<file path="config.mk">
export PLATFORM = sky130hd
export DESIGN_NAME = cam_pixel_capture
export DESIGN_NICKNAME = d
export VERILOG_FILES = /design/src/rtl/cam_pkg.sv /design/src/rtl/cam_sync_edge.sv /design/src/rtl/cam_pixel_capture.sv
export SDC_FILE = /design/constraint.sdc
export NUM_CORES = 1
export LEC_CHECK = 0
export CORE_UTILIZATION = 31
export CTS_BUF_LIST = sky130_fd_sc_hd__clkbuf_4 sky130_fd_sc_hd__clkbuf_8
export CTS_CLUSTER_DIAMETER = 120
export DETAILED_ROUTE_END_ITERATION = 6
export GPL_TIMING_DRIVEN = 0
export PLACE_DENSITY = 0.48
export REMOVE_ABC_BUFFERS = 1
export SLEW_MARGIN = 25
export SYNTH_ARGS = -nofsm -noshare
export SYNTH_HDL_FRONTEND = slang
export SYNTH_HIERARCHICAL = 1
export SYNTH_SLANG_ARGS = --single-unit
</file>
<file path="constraint.sdc">
create_clock -name clk -period 4.8 [get_ports clk]
set_clock_uncertainty 0.1 [all_clocks]
set_input_delay 0.96 -clock clk [delete_from_list [all_inputs] [get_ports clk]]
set_output_delay 0.96 -clock clk [all_outputs]
set_load 0.005 [all_outputs]
</file>
<file path="src/rtl/cam_pkg.sv">
`default_nettype none
// ============================================================================
//  Module      : cam_pkg
//  Description : Shared defaults, coordinate widths and capture FSM encoding
//                for the camera pixel capture front end.
//  Revision    : 1.0 - initial release
// ============================================================================
package cam_pkg;

    // Default active window of the sensor (VGA).
    localparam int c_h_active_def = 640;
    localparam int c_v_active_def = 480;

    // Coordinate widths of the pixel tags.
    localparam int c_x_w = 10;
    localparam int c_y_w = 9;

    // Capture control states.
    typedef enum logic [1:0] {
        ST_IDLE   = 2'd0,
        ST_ARMED  = 2'd1,
        ST_ACTIVE = 2'd2
    } cam_state_t;

endpackage
`default_nettype wire

</file>
<file path="src/rtl/cam_sync_edge.sv">
`default_nettype none
// ============================================================================
//  Module      : cam_sync_edge
//  Description : STAGES-deep synchroniser for one asynchronous camera pin,
//                with registered level and single-clk rise/fall pulses that
//                are aligned to each other.
//  Revision    : 1.0 - initial release
// ============================================================================
module cam_sync_edge #(
    parameter int STAGES = 2
) (
    input  logic clk,
    input  logic res,
    input  logic async_in,
    output logic level,
    output logic rise,
    output logic fall
);

    logic [STAGES-1:0] r_sync;
    logic              r_prev;
    logic              r_rise;
    logic              r_fall;

    // Synchronise the pin, then register the edge pulses next to the level.
    always_ff @(posedge clk) begin
        if (res) begin
            r_sync <= '0;
            r_prev <= 1'b0;
            r_rise <= 1'b0;
            r_fall <= 1'b0;
        end else begin
            r_sync <= {r_sync[STAGES-2:0], async_in};
            r_prev <= r_sync[STAGES-1];
            r_rise <= r_sync[STAGES-1] & ~r_prev;
            r_fall <= ~r_sync[STAGES-1] & r_prev;
        end
    end

    // r_prev is the level that matches the cycle in which a pulse is seen.
    assign level = r_prev;
    assign rise  = r_rise;
    assign fall  = r_fall;

endmodule
`default_nettype wire

</file>
<file path="src/rtl/cam_pixel_capture.sv">
`default_nettype none
// ============================================================================
//  Module      : cam_pixel_capture
//  Description : Camera front end. Synchronises pclk/href/vsync/data into clk,
//                pairs bytes into 16-bit pixels tagged with x/y, and frames an
//                armed capture with frame_start/frame_done strobes.
//                Build option CAM_CONTINUOUS_EN: after frame_done re-arm
//                automatically so capture free-runs until reset.
//  Revision    : 1.0 - initial release
// ============================================================================
module cam_pixel_capture
    import cam_pkg::*;
#(
    parameter int H_ACTIVE    = c_h_active_def,
    parameter int V_ACTIVE    = c_v_active_def,
    parameter int SYNC_STAGES = 2
) (
    input  logic             clk,
    input  logic             res,
    input  logic             cam_pclk,
    input  logic             cam_href,
    input  logic             cam_vsync,
    input  logic [7:0]       cam_data,
    input  logic             capture,
    output logic             busy,
    output logic             pix_valid,
    output logic [15:0]      pix_data,
    output logic [c_x_w-1:0] pix_x,
    output logic [c_y_w-1:0] pix_y,
    output logic             frame_start,
    output logic             frame_done,
    output logic             line_err
);

    localparam logic [c_x_w-1:0] c_h_lim = H_ACTIVE[c_x_w-1:0];
    localparam logic [c_y_w-1:0] c_v_lim = V_ACTIVE[c_y_w-1:0];

    // Synchronised camera events
    logic w_pclk_lvl, w_pclk_rise, w_pclk_fall;
    logic w_href_lvl, w_href_rise, w_href_fall;
    logic w_vs_lvl,   w_vs_rise,   w_vs_fall;

    // Levels and edges this block does not act on.
    logic w_unused_ok;
    assign w_unused_ok = &{1'b0, w_pclk_lvl, w_pclk_fall, w_href_rise, w_vs_lvl};

    cam_sync_edge #(.STAGES(SYNC_STAGES)) u_sync_pclk (
        .clk      (clk),
        .res      (res),
        .async_in (cam_pclk),
        .level    (w_pclk_lvl),
        .rise     (w_pclk_rise),
        .fall     (w_pclk_fall)
    );

    cam_sync_edge #(.STAGES(SYNC_STAGES)) u_sync_href (
        .clk      (clk),
        .res      (res),
        .async_in (cam_href),
        .level    (w_href_lvl),
        .rise     (w_href_rise),
        .fall     (w_href_fall)
    );

    cam_sync_edge #(.STAGES(SYNC_STAGES)) u_sync_vsync (
        .clk      (clk),
        .res      (res),
        .async_in (cam_vsync),
        .level    (w_vs_lvl),
        .rise     (w_vs_rise),
        .fall     (w_vs_fall)
    );

    // Registered state
    cam_state_t                         r_state;
    cam_state_t                         w_next;
    logic                               w_start;
    logic                               w_done;
    logic                               w_arm;

    logic [SYNC_STAGES-1:0][7:0]        r_data_sync;
    logic [7:0]                         r_data_align;
    logic [7:0]                         r_hi;
    logic                               r_phase;
    logic [c_x_w-1:0]                   r_x;
    logic [c_y_w-1:0]                   r_y;

    logic                               r_pix_valid;
    logic [15:0]                        r_pix_data;
    logic [c_x_w-1:0]                   r_pix_x;
    logic [c_y_w-1:0]                   r_pix_y;
    logic                               r_frame_start;
    logic                               r_frame_done;
    logic                               r_line_err;

    // Capture control: next state and frame strobes.
    always_comb begin
        w_next  = r_state;
        w_start = 1'b0;
        w_done  = 1'b0;
        w_arm   = 1'b0;
        case (r_state)
            ST_IDLE: begin
                // A vs_fall in the same clk is ignored: the frame waits for the next one.
                if (capture) begin
                    w_next = ST_ARMED;
                    w_arm  = 1'b1;
                end
            end
            ST_ARMED: begin
                if (w_vs_fall) begin
                    w_next  = ST_ACTIVE;
                    w_start = 1'b1;
                end
            end
            ST_ACTIVE: begin
                if (w_vs_rise) begin
                    w_done = 1'b1;
`ifdef CAM_CONTINUOUS_EN
                    w_next = ST_ARMED;
`else
                    w_next = ST_IDLE;
`endif
                end
            end
            default: w_next = ST_IDLE;
        endcase
    end

    // State register.
    always_ff @(posedge clk) begin
        if (res) begin
            r_state <= ST_IDLE;
        end else begin
            r_state <= w_next;
        end
    end

    // Byte pairing, coordinate tracking, pixel output and line error.
    always_ff @(posedge clk) begin
        if (res) begin
            r_data_sync   <= '0;
            r_data_align  <= '0;
            r_hi          <= '0;
            r_phase       <= 1'b0;
            r_x           <= '0;
            r_y           <= '0;
            r_pix_valid   <= 1'b0;
            r_pix_data    <= '0;
            r_pix_x       <= '0;
            r_pix_y       <= '0;
            r_frame_start <= 1'b0;
            r_frame_done  <= 1'b0;
            r_line_err    <= 1'b0;
        end else begin
            // The extra alignment register makes the byte used on a pclk_rise
            // the one sampled one clk after the pin-level rise, mid valid window.
            r_data_sync   <= {r_data_sync[SYNC_STAGES-2:0], cam_data};
            r_data_align  <= r_data_sync[SYNC_STAGES-1];
            r_pix_valid   <= 1'b0;
            r_frame_start <= w_start;
            r_frame_done  <= w_done;

            if (w_pclk_rise && w_href_lvl) begin
                if (!r_phase) begin
                    r_hi    <= r_data_align;
                    r_phase <= 1'b1;
                end else begin
                    r_phase <= 1'b0;
                    if (r_state == ST_ACTIVE) begin
                        if ((r_x < c_h_lim) && (r_y < c_v_lim)) begin
                            r_pix_valid <= 1'b1;
                            r_pix_data  <= {r_hi, r_data_align};
                            r_pix_x     <= r_x;
                            r_pix_y     <= r_y;
                            r_x         <= r_x + {{(c_x_w-1){1'b0}}, 1'b1};
                        end else begin
                            r_line_err <= 1'b1;
                        end
                    end
                end
            end

            // End of line: a short, long or odd-length line is flagged.
            if (w_href_fall) begin
                r_phase <= 1'b0;
                if (r_state == ST_ACTIVE) begin
                    if ((r_x != c_h_lim) || r_phase) begin
                        r_line_err <= 1'b1;
                    end
                    r_x <= '0;
                    if (r_y != c_v_lim) begin
                        r_y <= r_y + {{(c_y_w-1){1'b0}}, 1'b1};
                    end
                end
            end

            if (w_start) begin
                r_x     <= '0;
                r_y     <= '0;
                r_phase <= 1'b0;
            end

            if (w_arm) begin
                r_line_err <= 1'b0;
            end
        end
    end

    assign busy        = (r_state != ST_IDLE);
    assign pix_valid   = r_pix_valid;
    assign pix_data    = r_pix_data;
    assign pix_x       = r_pix_x;
    assign pix_y       = r_pix_y;
    assign frame_start = r_frame_start;
    assign frame_done  = r_frame_done;
    assign line_err    = r_line_err;

endmodule
`default_nettype wire

</file>
==> reports/qor_table.md <==
| Stage | Parameter | Value |
|:---|:---|:---|
| setup path | Endpoint required time on the critical path | 5.00 ns |
| setup path | Max stage delay on crit path | 0.74 ns |
| setup path | Arr. time, crit path | 2.78 ns |
| detailed routing | Detailed Route WL | 7080 µm |
| grt | First-pass GRT wire length | 12000 µm |
| cells and area | Multi-input combinational cell area | 1460 µm² |
| place | Final RePlAce weighted congestion | 0.728 |
| cts | Number of clock sinks | 106 |
| cts | CTS Root Cell | sky130_fd_sc_hd__clkbuf_8 |
| cells and area | Count of nets after finishing | 469 |
| die | Die Span Y | 112 µm |
| detailed routing | Starting DRT DRC Count | 76 |
| detailed routing | Post-route DRC | 8 |
| cts | Maximum buffer depth of the clock tree | 2 |
| setup path | Crit path kind | register to register |
| timing | Fin Setup TNS | 0 ns |
| cts | Hold buffer count at CTS | 0 |
| timing | Slew @ Worst Pin | 0.799 ns |
| place | HPWL after DPL | 4450 µm |
| cells and area | Antenna Cells | 0 |
| run | Max-Cap Viols | 0 |
| timing | Final Hold Viols | 0 |
| synthesis | Gate count of the mapped netlist | 408 |
| cells and area | Storage element area | 2120 µm² |
| timing | Slew headroom | 46.6% |
| grt | Final global-route overflow total | 0 |
| die | Number of ports placed on the die boundary | 54 |
| power and ir drop | Tot Pwr | 1.46 mW |
| setup path | Largest driver fanout on the critical path | 50 |
| timing | F_max | 0.387 GHz |
| setup path | Cells along the critical path | o21ai_0 -> nand4_4 -> or4_1 -> a21oi_1 |
| min path | Classification of the worst-slack hold path | register to register |
| place | Number of port buffers | 53 |
| place | Cell area after placement | 4340 µm² |
| timing | Max-slew violations | 0 |
| power and ir drop | Power Dens Cells | 322 nW/µm² |
| power and ir drop | Max IR drop VDD | 121 µV |
| place | Worst slack at placement | 2.21 ns |
| setup path | Largest delay share family, worst path | simple AND/OR/NAND/NOR gates |
| cts | Number of buffers added for setup after CTS | 0 |
| cts | Skew-Pair Late Insertion Delay | 0.37 ns |
| detailed routing | TritonRoute pass-1 iters | 6 |
| timing | Setup ws final | 2.22 ns |
| cells and area | Design Area, Final | 4520 µm² |
| synthesis | Synthesized area | 3720 µm² |
| cells and area | Area overhead of the layout relative to synthesis | 21.6% |
| timing | Setup-violating endpoint count in the final report | 0 |
| grt | Total routing resource utilization after global routing | 12.1% |
| die | Area of the core | 11600 µm² |
| detailed routing | Vias after detailed routing | 2729 |
| die | Initial core utilization | 32.2% |
| timing | Share of the clock period used by the worst path | 53.8% |
| grt | Number of global-route vias before repair | 2562 |
| die | Die Span X | 112 µm |
| cells and area | Number of fill cells in the layout | 1200 |
| cells and area | Layout cells sized above 1 | 5.92% |
| grt | Largest net degree at the start of global routing | 57 |
| power and ir drop | Static power due to leakage | 1.50 nW |
| outcome | Failing checks | DRC |
| cts | Total of cells resized after clock tree synthesis | 0 |
| cts | Clock-pin slew on the worst setup and hold paths | 0.10 ns |
| detailed routing | Post-DRT Antenna Nets | 0 |
| outcome | Status | finished with violations |
| detailed routing | Vias/cell | 4.56 |
| setup path | Buffers plus inverters on the worst setup path | 0 |
| synthesis | Yosys Warn Count | 6 |
| setup path | Kind of start point of the critical path | register |
| setup path | Worst reg-to-reg path cell count | 4 |
| timing | RSZ-0062 raised after global routing | false |
| grt | Initial antenna violation count | 0 |
| detailed routing | WL/cell | 11.8 µm |
| die | Number of standard-cell rows in the floorplan | 39 |
| synthesis | Mean area per synthesized cell | 9.12 µm² |
| setup path | Crit. End Element | register |
| cts | Total number of H-tree levels | 3 |
| cts | Clock tree from TritonCTS | yes |
| timing | Fin crit period | 2.58 ns |
| min path | Worst Hold Depth | 1 |
| die | Die outline area | 12400 µm² |
| cts | CTS Buf Count | 9 |
| setup path | Highest-delay cell along the critical path | sky130_fd_sc_hd__or4_1 |
| setup path | Cell count along the critical path | 4 |
-- registers in the layout (all words and copies together), names as in the netlist, 2 cells and up --
register / flops
pix_data: 16
pix_x: 10
pix_y: 9
r_data_align: 8
r_data_sync: 16
r_hi: 8
r_state: 2
r_x: 10
r_y: 9
u_sync_href/r_sync: 2
u_sync_pclk/r_sync: 2
u_sync_vsync/r_sync: 2
-- layout make-up --
type                       count  share of cell area [%]
sequential                   106                    46.9
multi-input combinational    271                    32.2
timing repair buffer          54                    12.1
tap                          143                    3.95
clock buffer                   9                    2.74
clock inverter                 7                    1.38
inverter                       9                   0.747
-- final timing paths --
kind / from / to / slack (ns)
max: r_x[7] / r_x[7] / 2.22
min: u_sync_pclk/level / u_sync_pclk/rise / 0.30
max reg2reg: r_x[7] / r_x[7] / 2.22
min reg2reg: u_sync_pclk/level / u_sync_pclk/rise / 0.30
-- placed cells by master, fill, tap and decap left out, drive strengths merged, types with 2 or more instances in the layout --
cell / count
inv: 11
nand4: 6
xor2: 2
or2: 2
nor4: 3
and3b: 2
clkinv: 5
buf: 2
nor2: 16
ha: 4
or4: 3
xnor2: 7
o31ai: 3
nor3b: 4
mux2i: 2
nor2b: 33
clkbuf: 9
a21oi: 53
o21ai: 4
nor3: 5
clkdlybuf4s50: 52
a211oi: 3
dfxtp: 106
and4: 3
nand3: 4
or3: 4
nand2: 99
-- per-layer routing --
layer | vias to the layer above | wire length (µm) | track usage [%]
li1 | 1434 | - | -
met1 | 1242 | 3660 | 15.7
met2 | 43 | 3080 | 19.1
met3 | 10 | 217 | 3.27
met4 | 0 | 117 | 4.59
met5 | - | 0 | 0
-- metrics by stage --
step | hold slack [ns] | std cells | utilization [%]
after floorplan | 0.271 | 386 | -
after global placement | 0.282 | 582 | 37.3
after detailed placement | 0.281 | 583 | 37.5
after CTS | 0.296 | 599 | 39.1
after global routing | 0.321 | 599 | 39.1
final | 0.295 | 599 | 39.1
-- where the power goes --
group / switching [mW] / internal [mW]
sequential: 0.00460 / 0.891
combinational: 0.0191 / 0.0207
clock: 0.322 / 0.199
-- worst reg2reg max path: stages (launching register included) --
cell and delay (ns):
sky130_fd_sc_hd__dfxtp_1 0.39, sky130_fd_sc_hd__o21ai_0 0.44, sky130_fd_sc_hd__nand4_4 0.69, sky130_fd_sc_hd__or4_1 0.75, sky130_fd_sc_hd__a21oi_1 0.15
No activity file was read; power rests on OpenSTA's default activity.
